File: src/rtl/logic_op_explorer_pkg.sv
// Shared types and the combinational operation table for logic_op_explorer.
package logic_op_explorer_pkg;

    localparam int unsigned MAX_WIDTH = 16;

    typedef enum logic [3:0] {
        OP_AND      = 4'd0,
        OP_OR       = 4'd1,
        OP_NOT_A    = 4'd2,
        OP_XOR      = 4'd3,
        OP_XOR_EXP  = 4'd4,
        OP_XOR_ONES = 4'd5,
        OP_NAND     = 4'd6,
        OP_NAND_DM  = 4'd7,
        OP_NOR      = 4'd8,
        OP_NOR_DM   = 4'd9
    } op_t;

    localparam logic [3:0] OP_FIRST = 4'd0;
    localparam logic [3:0] OP_LAST  = 4'd9;

    // Evaluate at full width; callers keep the low WIDTH bits.
    function automatic logic [MAX_WIDTH-1:0] apply_op(input op_t op,
                                                      input logic [MAX_WIDTH-1:0] a,
                                                      input logic [MAX_WIDTH-1:0] b);
        logic [MAX_WIDTH-1:0] r;
        case (op)
            OP_AND:      r = a & b;
            OP_OR:       r = a | b;
            OP_NOT_A:    r = ~a;
            OP_XOR:      r = a ^ b;
            OP_XOR_EXP:  r = (a | b) & ~(a & b);
            OP_XOR_ONES: r = a ^ {MAX_WIDTH{1'b1}};
            OP_NAND:     r = ~(a & b);
            OP_NAND_DM:  r = ~a | ~b;
            OP_NOR:      r = ~(a | b);
            OP_NOR_DM:   r = ~a & ~b;
            default:     r = '0;
        endcase
        return r;
    endfunction

endpackage

File: src/rtl/logic_op_explorer_button_debouncer.sv
// Button synchroniser + debouncer: 2-flop sync, stable-count filter, rise pulse.
module button_debouncer #(
    parameter int unsigned DEBOUNCE_CYCLES = 1000000
) (
    input  logic clk,
    input  logic reset_n,
    input  logic btn_raw,
    output logic btn_level,
    output logic btn_rise
);

    localparam int unsigned CNT_W = (DEBOUNCE_CYCLES > 1) ? $clog2(DEBOUNCE_CYCLES) : 1;
    localparam logic [CNT_W-1:0] CNT_LAST = CNT_W'(DEBOUNCE_CYCLES - 1);

    logic             btn_meta;
    logic             btn_sync;
    logic [CNT_W-1:0] cnt;

    // Two-flop synchroniser for the asynchronous button input.
    always_ff @(posedge clk or negedge reset_n) begin
        if (!reset_n) begin
            btn_meta <= 1'b0;
            btn_sync <= 1'b0;
        end else begin
            btn_meta <= btn_raw;
            btn_sync <= btn_meta;
        end
    end

    // Accept a new level only after it has differed for DEBOUNCE_CYCLES cycles.
    always_ff @(posedge clk or negedge reset_n) begin
        if (!reset_n) begin
            cnt       <= '0;
            btn_level <= 1'b0;
            btn_rise  <= 1'b0;
        end else begin
            btn_rise <= 1'b0;
            if (btn_sync == btn_level) begin
                cnt <= '0;
            end else if (cnt == CNT_LAST) begin
                cnt       <= '0;
                btn_level <= btn_sync;
                btn_rise  <= btn_sync;
            end else begin
                cnt <= cnt + CNT_W'(1);
            end
        end
    end

endmodule

File: src/rtl/logic_op_explorer.sv
// Logic operation demonstrator: buttons step op_sel, LEDs show f(op_sel, A, B).
// Optional feature macro: LOGIC_OP_EXPLORER_AUTO_STEP_EN (periodic auto-advance).
module logic_op_explorer
    import logic_op_explorer_pkg::*;
#(
    parameter int unsigned WIDTH           = 8,
    parameter int unsigned DEBOUNCE_CYCLES = 1000000,
    parameter int unsigned AUTO_PERIOD     = 100000000
) (
    input  logic             clk,
    input  logic             reset_n,
    input  logic [WIDTH-1:0] sw_a,
    input  logic [WIDTH-1:0] sw_b,
    input  logic             btn_next,
    input  logic             btn_prev,
    output logic [WIDTH-1:0] led,
    output logic [3:0]       op_sel
);

    logic [WIDTH-1:0] a_meta;
    logic [WIDTH-1:0] a_sync;
    logic [WIDTH-1:0] b_meta;
    logic [WIDTH-1:0] b_sync;
    logic             next_rise;
    logic             prev_rise;
    logic             auto_pulse_c;
    logic             step_next_c;
    logic             step_prev_c;
    logic [3:0]       op_next_c;

    // Switch synchronisers; switches are not debounced.
    always_ff @(posedge clk or negedge reset_n) begin
        if (!reset_n) begin
            a_meta <= '0;
            a_sync <= '0;
            b_meta <= '0;
            b_sync <= '0;
        end else begin
            a_meta <= sw_a;
            a_sync <= a_meta;
            b_meta <= sw_b;
            b_sync <= b_meta;
        end
    end

    button_debouncer #(.DEBOUNCE_CYCLES(DEBOUNCE_CYCLES)) u_next (
        .clk       (clk),
        .reset_n   (reset_n),
        .btn_raw   (btn_next),
        .btn_level (),
        .btn_rise  (next_rise)
    );

    button_debouncer #(.DEBOUNCE_CYCLES(DEBOUNCE_CYCLES)) u_prev (
        .clk       (clk),
        .reset_n   (reset_n),
        .btn_raw   (btn_prev),
        .btn_level (),
        .btn_rise  (prev_rise)
    );

`ifdef LOGIC_OP_EXPLORER_AUTO_STEP_EN
    localparam int unsigned AUTO_W = (AUTO_PERIOD > 1) ? $clog2(AUTO_PERIOD) : 1;
    localparam logic [AUTO_W-1:0] AUTO_LAST = AUTO_W'(AUTO_PERIOD - 1);

    logic [AUTO_W-1:0] auto_cnt;

    // Free-running step timer, restarted by any debounced button pulse.
    always_ff @(posedge clk or negedge reset_n) begin
        if (!reset_n) begin
            auto_cnt <= '0;
        end else if (next_rise || prev_rise || (auto_cnt == AUTO_LAST)) begin
            auto_cnt <= '0;
        end else begin
            auto_cnt <= auto_cnt + AUTO_W'(1);
        end
    end

    assign auto_pulse_c = (auto_cnt == AUTO_LAST);
`else
    assign auto_pulse_c = 1'b0;
`endif

    assign step_next_c = next_rise | auto_pulse_c;
    assign step_prev_c = prev_rise;

    // op_sel state register.
    always_ff @(posedge clk or negedge reset_n) begin
        if (!reset_n) begin
            op_sel <= OP_FIRST;
        end else begin
            op_sel <= op_next_c;
        end
    end

    // Next op: wrap in 0..9, simultaneous steps cancel, illegal codes recover to 0.
    always_comb begin
        op_next_c = op_sel;
        if (op_sel > OP_LAST) begin
            op_next_c = OP_FIRST;
        end else if (step_next_c && !step_prev_c) begin
            op_next_c = (op_sel == OP_LAST) ? OP_FIRST : op_sel + 4'd1;
        end else if (step_prev_c && !step_next_c) begin
            op_next_c = (op_sel == OP_FIRST) ? OP_LAST : op_sel - 4'd1;
        end
    end

    // Registered result of the currently selected operation.
    always_ff @(posedge clk or negedge reset_n) begin
        if (!reset_n) begin
            led <= '0;
        end else begin
            led <= WIDTH'(apply_op(op_t'(op_sel), MAX_WIDTH'(a_sync), MAX_WIDTH'(b_sync)));
        end
    end

endmodule

File: config.mk
export PLATFORM = sky130hd
export DESIGN_NAME = logic_op_explorer
export DESIGN_NICKNAME = d
export VERILOG_FILES = /design/src/rtl/logic_op_explorer_pkg.sv /design/src/rtl/logic_op_explorer_button_debouncer.sv /design/src/rtl/logic_op_explorer.sv
export SDC_FILE = /design/constraint.sdc
export NUM_CORES = 1
export LEC_CHECK = 0
export BUFFER_PORTS_ARGS = -buffer_cell sky130_fd_sc_hd__buf_2
export CAP_MARGIN = 0
export CELL_PAD_IN_SITES_DETAIL_PLACEMENT = 2
export CELL_PAD_IN_SITES_GLOBAL_PLACEMENT = 2
export CORE_AREA = 4 4 109 111
export CTS_BUF_LIST = sky130_fd_sc_hd__clkbuf_8
export DETAILED_ROUTE_END_ITERATION = 16
export DIE_AREA = 0 0 113 115
export GPL_TIMING_DRIVEN = 0
export HOLD_SLACK_MARGIN = 0.12
export PLACE_DENSITY_LB_ADDON = 0.1
export SLEW_MARGIN = 40
export SYNTH_ARGS = -nofsm -noshare
export SYNTH_HDL_FRONTEND = slang
export SYNTH_HIERARCHICAL = 1
export SYNTH_SLANG_ARGS = --single-unit
File: constraint.sdc
create_clock -name clk -period 2.7 [get_ports clk]
set_input_delay 0.54 -clock clk [delete_from_list [all_inputs] [get_ports clk]]
set_output_delay 0.54 -clock clk [all_outputs]
set_load 0.05 [all_outputs]
-- Yosys cells after proc, flatten, opt, wreduce, memory -nomap -nowiden
Cells that the tools add are included.
- output and inout port bits: 12
- logic and storage cells: 69
- flip-flop bits (word level): 92
- bitwise operators: 12
- reduce and logical (&&, ||, !) cells: 9
- order comparisons: 1
- equal/unequal tests: 13
- muxes and demuxes: 14
- add/sub/neg operators: 4
- operator list (kind ; count):
    20-bit 2-to-1 mux ; 4
    8-bit one-hot mux with 9 select lines ; 1
    20-bit by 1-bit adder with 20-bit output, second input constant ; 2
    20-bit equality test, second input constant ; 2
    8-bit NOT ; 4
    8-bit bitwise AND ; 3
    4-bit 2-to-1 mux ; 5
    4-bit by 3-bit equality test with 1-bit output, second input constant ; 4
    8-bit OR ; 2
    4-bit by 2-bit equality test with 1-bit output, second input constant ; 2
    4-bit equality test, second input constant ; 2
    8-bit bitwise XOR ; 1
    4-bit by 1-bit adder with 4-bit output, second input constant ; 1
    4-bit by 1-bit equality test with 1-bit output, second input constant ; 1
    4-bit greater-than comparator, second input constant ; 1
    4-bit logical NOT ; 1
    1-bit 2-to-1 mux ; 4
    2-bit AND reduction ; 2
    4-bit by 1-bit subtractor with 4-bit output, second input constant ; 1
    3-bit nonzero test ; 1
    1-bit equality test ; 2
    1-bit logical AND ; 2
    1-bit logical NOT ; 2
    1-bit NOT ; 2
    2-bit OR reduction ; 1

-- Logic depth before layout (Yosys ltp)
- depth in word-level cells: 5
- gate-level depth with buffers: 7
- mapped depth without buffers: 6

-- Cells and area by module
Netlist, hierarchy kept.
- by module, submodules not included (module ; cells each ; instances ; area an instance (um2) ; sequential area each (um2)):
    button_debouncer ; 116 ; 2 ; 1136.1 ; 600.6
    logic_op_explorer ; 189 ; 1 ; 2114.5 ; 1101.1

-- Worst setup path after synthesis
OpenSTA, ideal clock, no wires.
- path type: register -> register
- start point: reg op_sel[0]
- end point: reg led[0]
- period minus slack after synthesis: 2.130 ns
- cell stages (with the launch flop): 8
- data arrival time: 2.004 ns
- setup time: 0.126 ns
- data required time: 2.574 ns
- setup slack: 0.570 ns
- cells stage by stage: dfrtp_1 -> inv_1 -> ha_1 -> or2_1 -> buf_6 -> a31oi_1 -> o22ai_1 -> a221o_1
- word-level cells in the longest chain between the ends: 3
- elaborated cells on any way between the ends: 12
- those cells by class: eq/ne (9); mux (1); reduce/logical (2)
- ends and longest elaborated chain (item ; RTL line ; text):
    start: declaration ; logic_op_explorer.sv:17 ; output logic [3:0] op_sel
    start signal: assignment ; logic_op_explorer.sv:92 ; op_sel <= op_next_c;
    4-bit by 3-bit equality test with 1-bit output or 4-bit by 2-bit equality test with 1-bit output (tied branches) ; logic_op_explorer_pkg.sv:27 ; case (op)
    2-bit OR reduction (no source line) ; - ;
    8-bit one-hot mux with 9 select lines * ; logic_op_explorer_pkg.sv:27 ;
    end signal: assignment ; logic_op_explorer.sv:113 ; led <= WIDTH'(apply_op(op_t'(op_sel), MAX_WIDTH'(a_sync), MAX_WIDTH'(b_sync)));
    end: declaration ; logic_op_explorer.sv:16 ; output logic [WIDTH-1:0] led,
Mark *: on every way between the ends. The rest lies on a longest branch, timed or not.
A chain may end at the register's enable or synchronous reset.

-- Worst setup path in the final report
- start point: reg u_next.cnt[0]
- end point: reg u_next.cnt[18]
- word-level cells in the longest chain between the ends: 3
- elaborated cells on any way between the ends: 4
- those cells by class: add/sub (1); eq/ne (1); mux (2)
- ends and longest elaborated chain (item ; RTL line ; text):
    start: declaration ; logic_op_explorer_button_debouncer.sv:17 ; logic [CNT_W-1:0] cnt;
    start signal: assignment ; logic_op_explorer_button_debouncer.sv:45 ; cnt <= cnt + CNT_W'(1);
    20-bit by 1-bit adder with 20-bit output or 20-bit equality test (tied branches) ; logic_op_explorer_button_debouncer.sv:45, logic_op_explorer_button_debouncer.sv:40 ;
    20-bit 2-to-1 mux * ; logic_op_explorer_button_debouncer.sv:40 ; end else if (cnt == CNT_LAST) begin
    20-bit 2-to-1 mux * ; logic_op_explorer_button_debouncer.sv:38 ; if (btn_sync == btn_level) begin
Marked as above.

==> impl_metrics.py <==
metrics = {
    "outcome": {
        "status": "finished, final reports clean",
    },
    "clock_tree": {
        "clock_path_buffers": 2,
        "clkTransAtPathRegs_ps": 100,
        "cts.sinks": 92,
        "insertion_delay_ps": 380,
        "cts-root-buf": "clkbuf_8",
        "cts_tree": "yes",
        "cts_buffers": 9,
        "htree_levels": 3,
    },
    "cells_and_area": {
        "layout-area-overhead-vs-synth_pct": 12.6,
        "final_common_cell": "dfrtp_1",
        "drive_gt1_share_pct": 16.0,
        "fillers": 1173,
        "final_cell_mix": "dfrtp_1, buf_2, inv_1, nor2_1, ha_1",
        "final_cells": 610,
        "final_nets": 508,
        "n_antenna_cell": 0,
    },
    "power_and_ir_drop": {
        "total_power_w": 0.00245,
        "p_per_area_nw_per_um2": 496,
        "ir_drop_mv": 0.385,
        "p_leak_nw": 2.19,
    },
    "run": {
        "max_cap_viol_count": 0,
    },
    "logic_synthesis": {
        "netlist_area_um2": 4390,
        "synth_enable_flop_cells": 0,
        "async_flop_share_pct": 100,
        "seq_area_frac_synth_pct": 52.5,
        "ys_warn_count": 6,
        "synth_cell_type_count": 54,
        "synthCells": 421,
        "synth_nets": 464,
        "postSynthAreaPerCell_um2": 10.4,
        "ys_seq_elements": 92,
        "synth_ff_type": "dfrtp_1",
    },
    "floorplan": {
        "dieArea_um2": 13000,
        "dieHeight_um": 115,
        "initial_core_util_pct": 40.6,
        "io_pins": 32,
        "rows": 38,
        "fp.dieW_um": 113,
        "design.core.area_um2": 10800,
    },
    "setup_path": {
        "worst-path-buf-inv": 1,
        "path_cells": "ha_1 -> nand2_1 -> or4_1 -> buf_2 -> or4_1 -> a21oi_1",
        "critical_path.max_fanout": 8,
        "crit_family": "simple AND/OR/NAND/NOR gates",
        "cp-start-kind": "flop",
        "critPathCaptureType": "flop",
        "crit_slowest_cell": "or4_1",
        "crit_top_cell": "or4_1",
        "cp_data_arrival_time_ps": 2570,
        "path_class": "reg2reg",
        "cpPeakStageDelay_ps": 520,
        "cp.required_ps": 3000,
    },
    "global_routing": {
        "grt_overflow": 0,
        "grt_usage_pct": 18.7,
        "grt_pass1_wl_um": 19200,
        "grt_pass1_vias": 3843,
        "grt_max_degree": 60,
        "antenna_found_initial": 0,
    },
    "route": {
        "dr.pass1.iters": 4,
        "vias": 3292,
        "ant_nets": 0,
        "first_iter_violations": 108,
        "drc_errors": 0,
        "totalWireLength_um": 10900,
        "vias_per_cell": 5.40,
        "wl_per_cell_um": 17.8,
    },
    "sta": {
        "final.setup_skew_ps": 9.14,
        "setup_slack_ps": 431,
        "fmax_ghz": 0.441,
        "worstMarginPinSlew_ps": 673,
        "slew_headroom_pct": 54.8,
        "final.setup.tns_ps": 0,
        "rsz0062_at_grt": "no",
        "min_period_ps": 2270,
        "period_share_pct": 84.0,
        "setup_viol": 0,
        "slew_viol_final": 0,
        "hold_viol_final": 0,
    },
    "place": {
        "io_buffers": 31,
        "post-place-ws_ps": 454,
        "dpl.cell_count": 593,
        "dpl.hpwl_um": 7910,
        "gp_congestion": 0.820,
    },
    "hold_path": {
        "min_path_type": "in2reg",
    },
}
[through the flow]
stage | hold WS [ps] | util (%) | instance area, µm²
after detailed placement | 337 | 44.0 | 4750
after global routing | 226 | 45.7 | 4940
after CTS | 233 | 45.7 | 4940
after floorplan | 244 | - | 4390
final | 256 | 45.7 | 4940
after global placement | 333 | 43.7 | 4720
[final timing paths]
path | startpoint | endpoint | slack, ps | depth (start not counted)
hold / removal | btn_prev | u_prev/btn_meta | 260 | 1
hold reg to reg | b_meta[1] | b_sync[1] | 350 | 0
setup reg to reg | u_next/cnt[0] | u_next/cnt[18] | 430 | 6
setup / recovery | u_next/cnt[0] | u_next/cnt[18] | 430 | 6
max in group asynchronous | reset_n | u_next/cnt[19] | 1500 | 3
min in group asynchronous | reset_n | led[7] | 620 | 2
[layout make-up]
class	count	area, µm²	area share, %
buffer	17	86.3	1.75
inverter	34	128	2.58
multi-input combinational	278	1870	37.9
tap	140	175	3.55
timing repair buffer	33	199	4.03
clock inverter	7	52.6	1.06
clock buffer	9	124	2.51
sequential	92	2300	46.6
[worst register-to-register path: stages (launching register included)]
cell	delay, ps
dfrtp_1	440
ha_1	270
nand2_1	140
or4_1	520
buf_2	190
or4_1	480
a21oi_1	160
[flip-flops by register name, indices dropped and copies added, names as in the netlist, 4 cells and up]
register,count
u_next/cnt,20
u_prev/cnt,20
a_meta,8
a_sync,8
b_meta,8
b_sync,8
led,8
op_sel,4
[cell families (layout without fill, tap and decap cells)]
family	Yosys count	after routing	synth area share, %
simple gates	145	145	18.5
flops	92	92	52.5
compound gates	84	84	12.3
buf+inv	51	100	4.88
xor+xnor	24	24	4.79
fa+ha+maj	23	23	6.56
mux	2	2	0.513
[Yosys cell counts (all sizes together) (4+ instances only)]
library cell  count  share of area, %
ha               23               6.6
o21ai            23               2.6
nor2             34               2.9
buf               8               1.1
nor4              4              0.57
nand4             6              0.86
or4              10               1.7
inv              34               2.9
a221o             4              0.91
nand2            20               1.7
nor3              8               1.0
nor3b             5              0.86
a31oi             5              0.71
nand2b            7               1.0
nand3            18               2.3
o31ai             7               1.2
nor2b             7               1.3
xor2             11               2.2
a21oi            23               2.7
xnor2            13               2.6
o22ai             4              0.57
and3              4              0.63
or3              12               1.9
clkbuf            9              0.86
dfrtp            92                52
[layer usage]
| metal | vias up | routed length (µm) | track usage (%) |
|---|---|---|---|
| met3 | 12 | 344 | 5.00 |
| met5 | - | 0 | 0 |
| met2 | 42 | 5560 | 33.1 |
| li1 | 1559 | - | - |
| met1 | 1679 | 4810 | 22.7 |
| met4 | 0 | 168 | 5.21 |
[timing repair]
action,CTS,global route
gates resized for setup,0,0
hold buffers,1,0
endpoints found under the hold margin,33,0
buffers inserted,0,0
[power breakdown]
group          total, W  internal (W)  switching [W]  leakage, nW
Combinational  0.000145     0.0000479      0.0000968        0.909
Clock          0.000860      0.000340       0.000519       0.0889
Sequential      0.00144       0.00142      0.0000262         1.19
Total           0.00245       0.00181       0.000642         2.19
No activity file was read; power rests on OpenSTA's default activity.
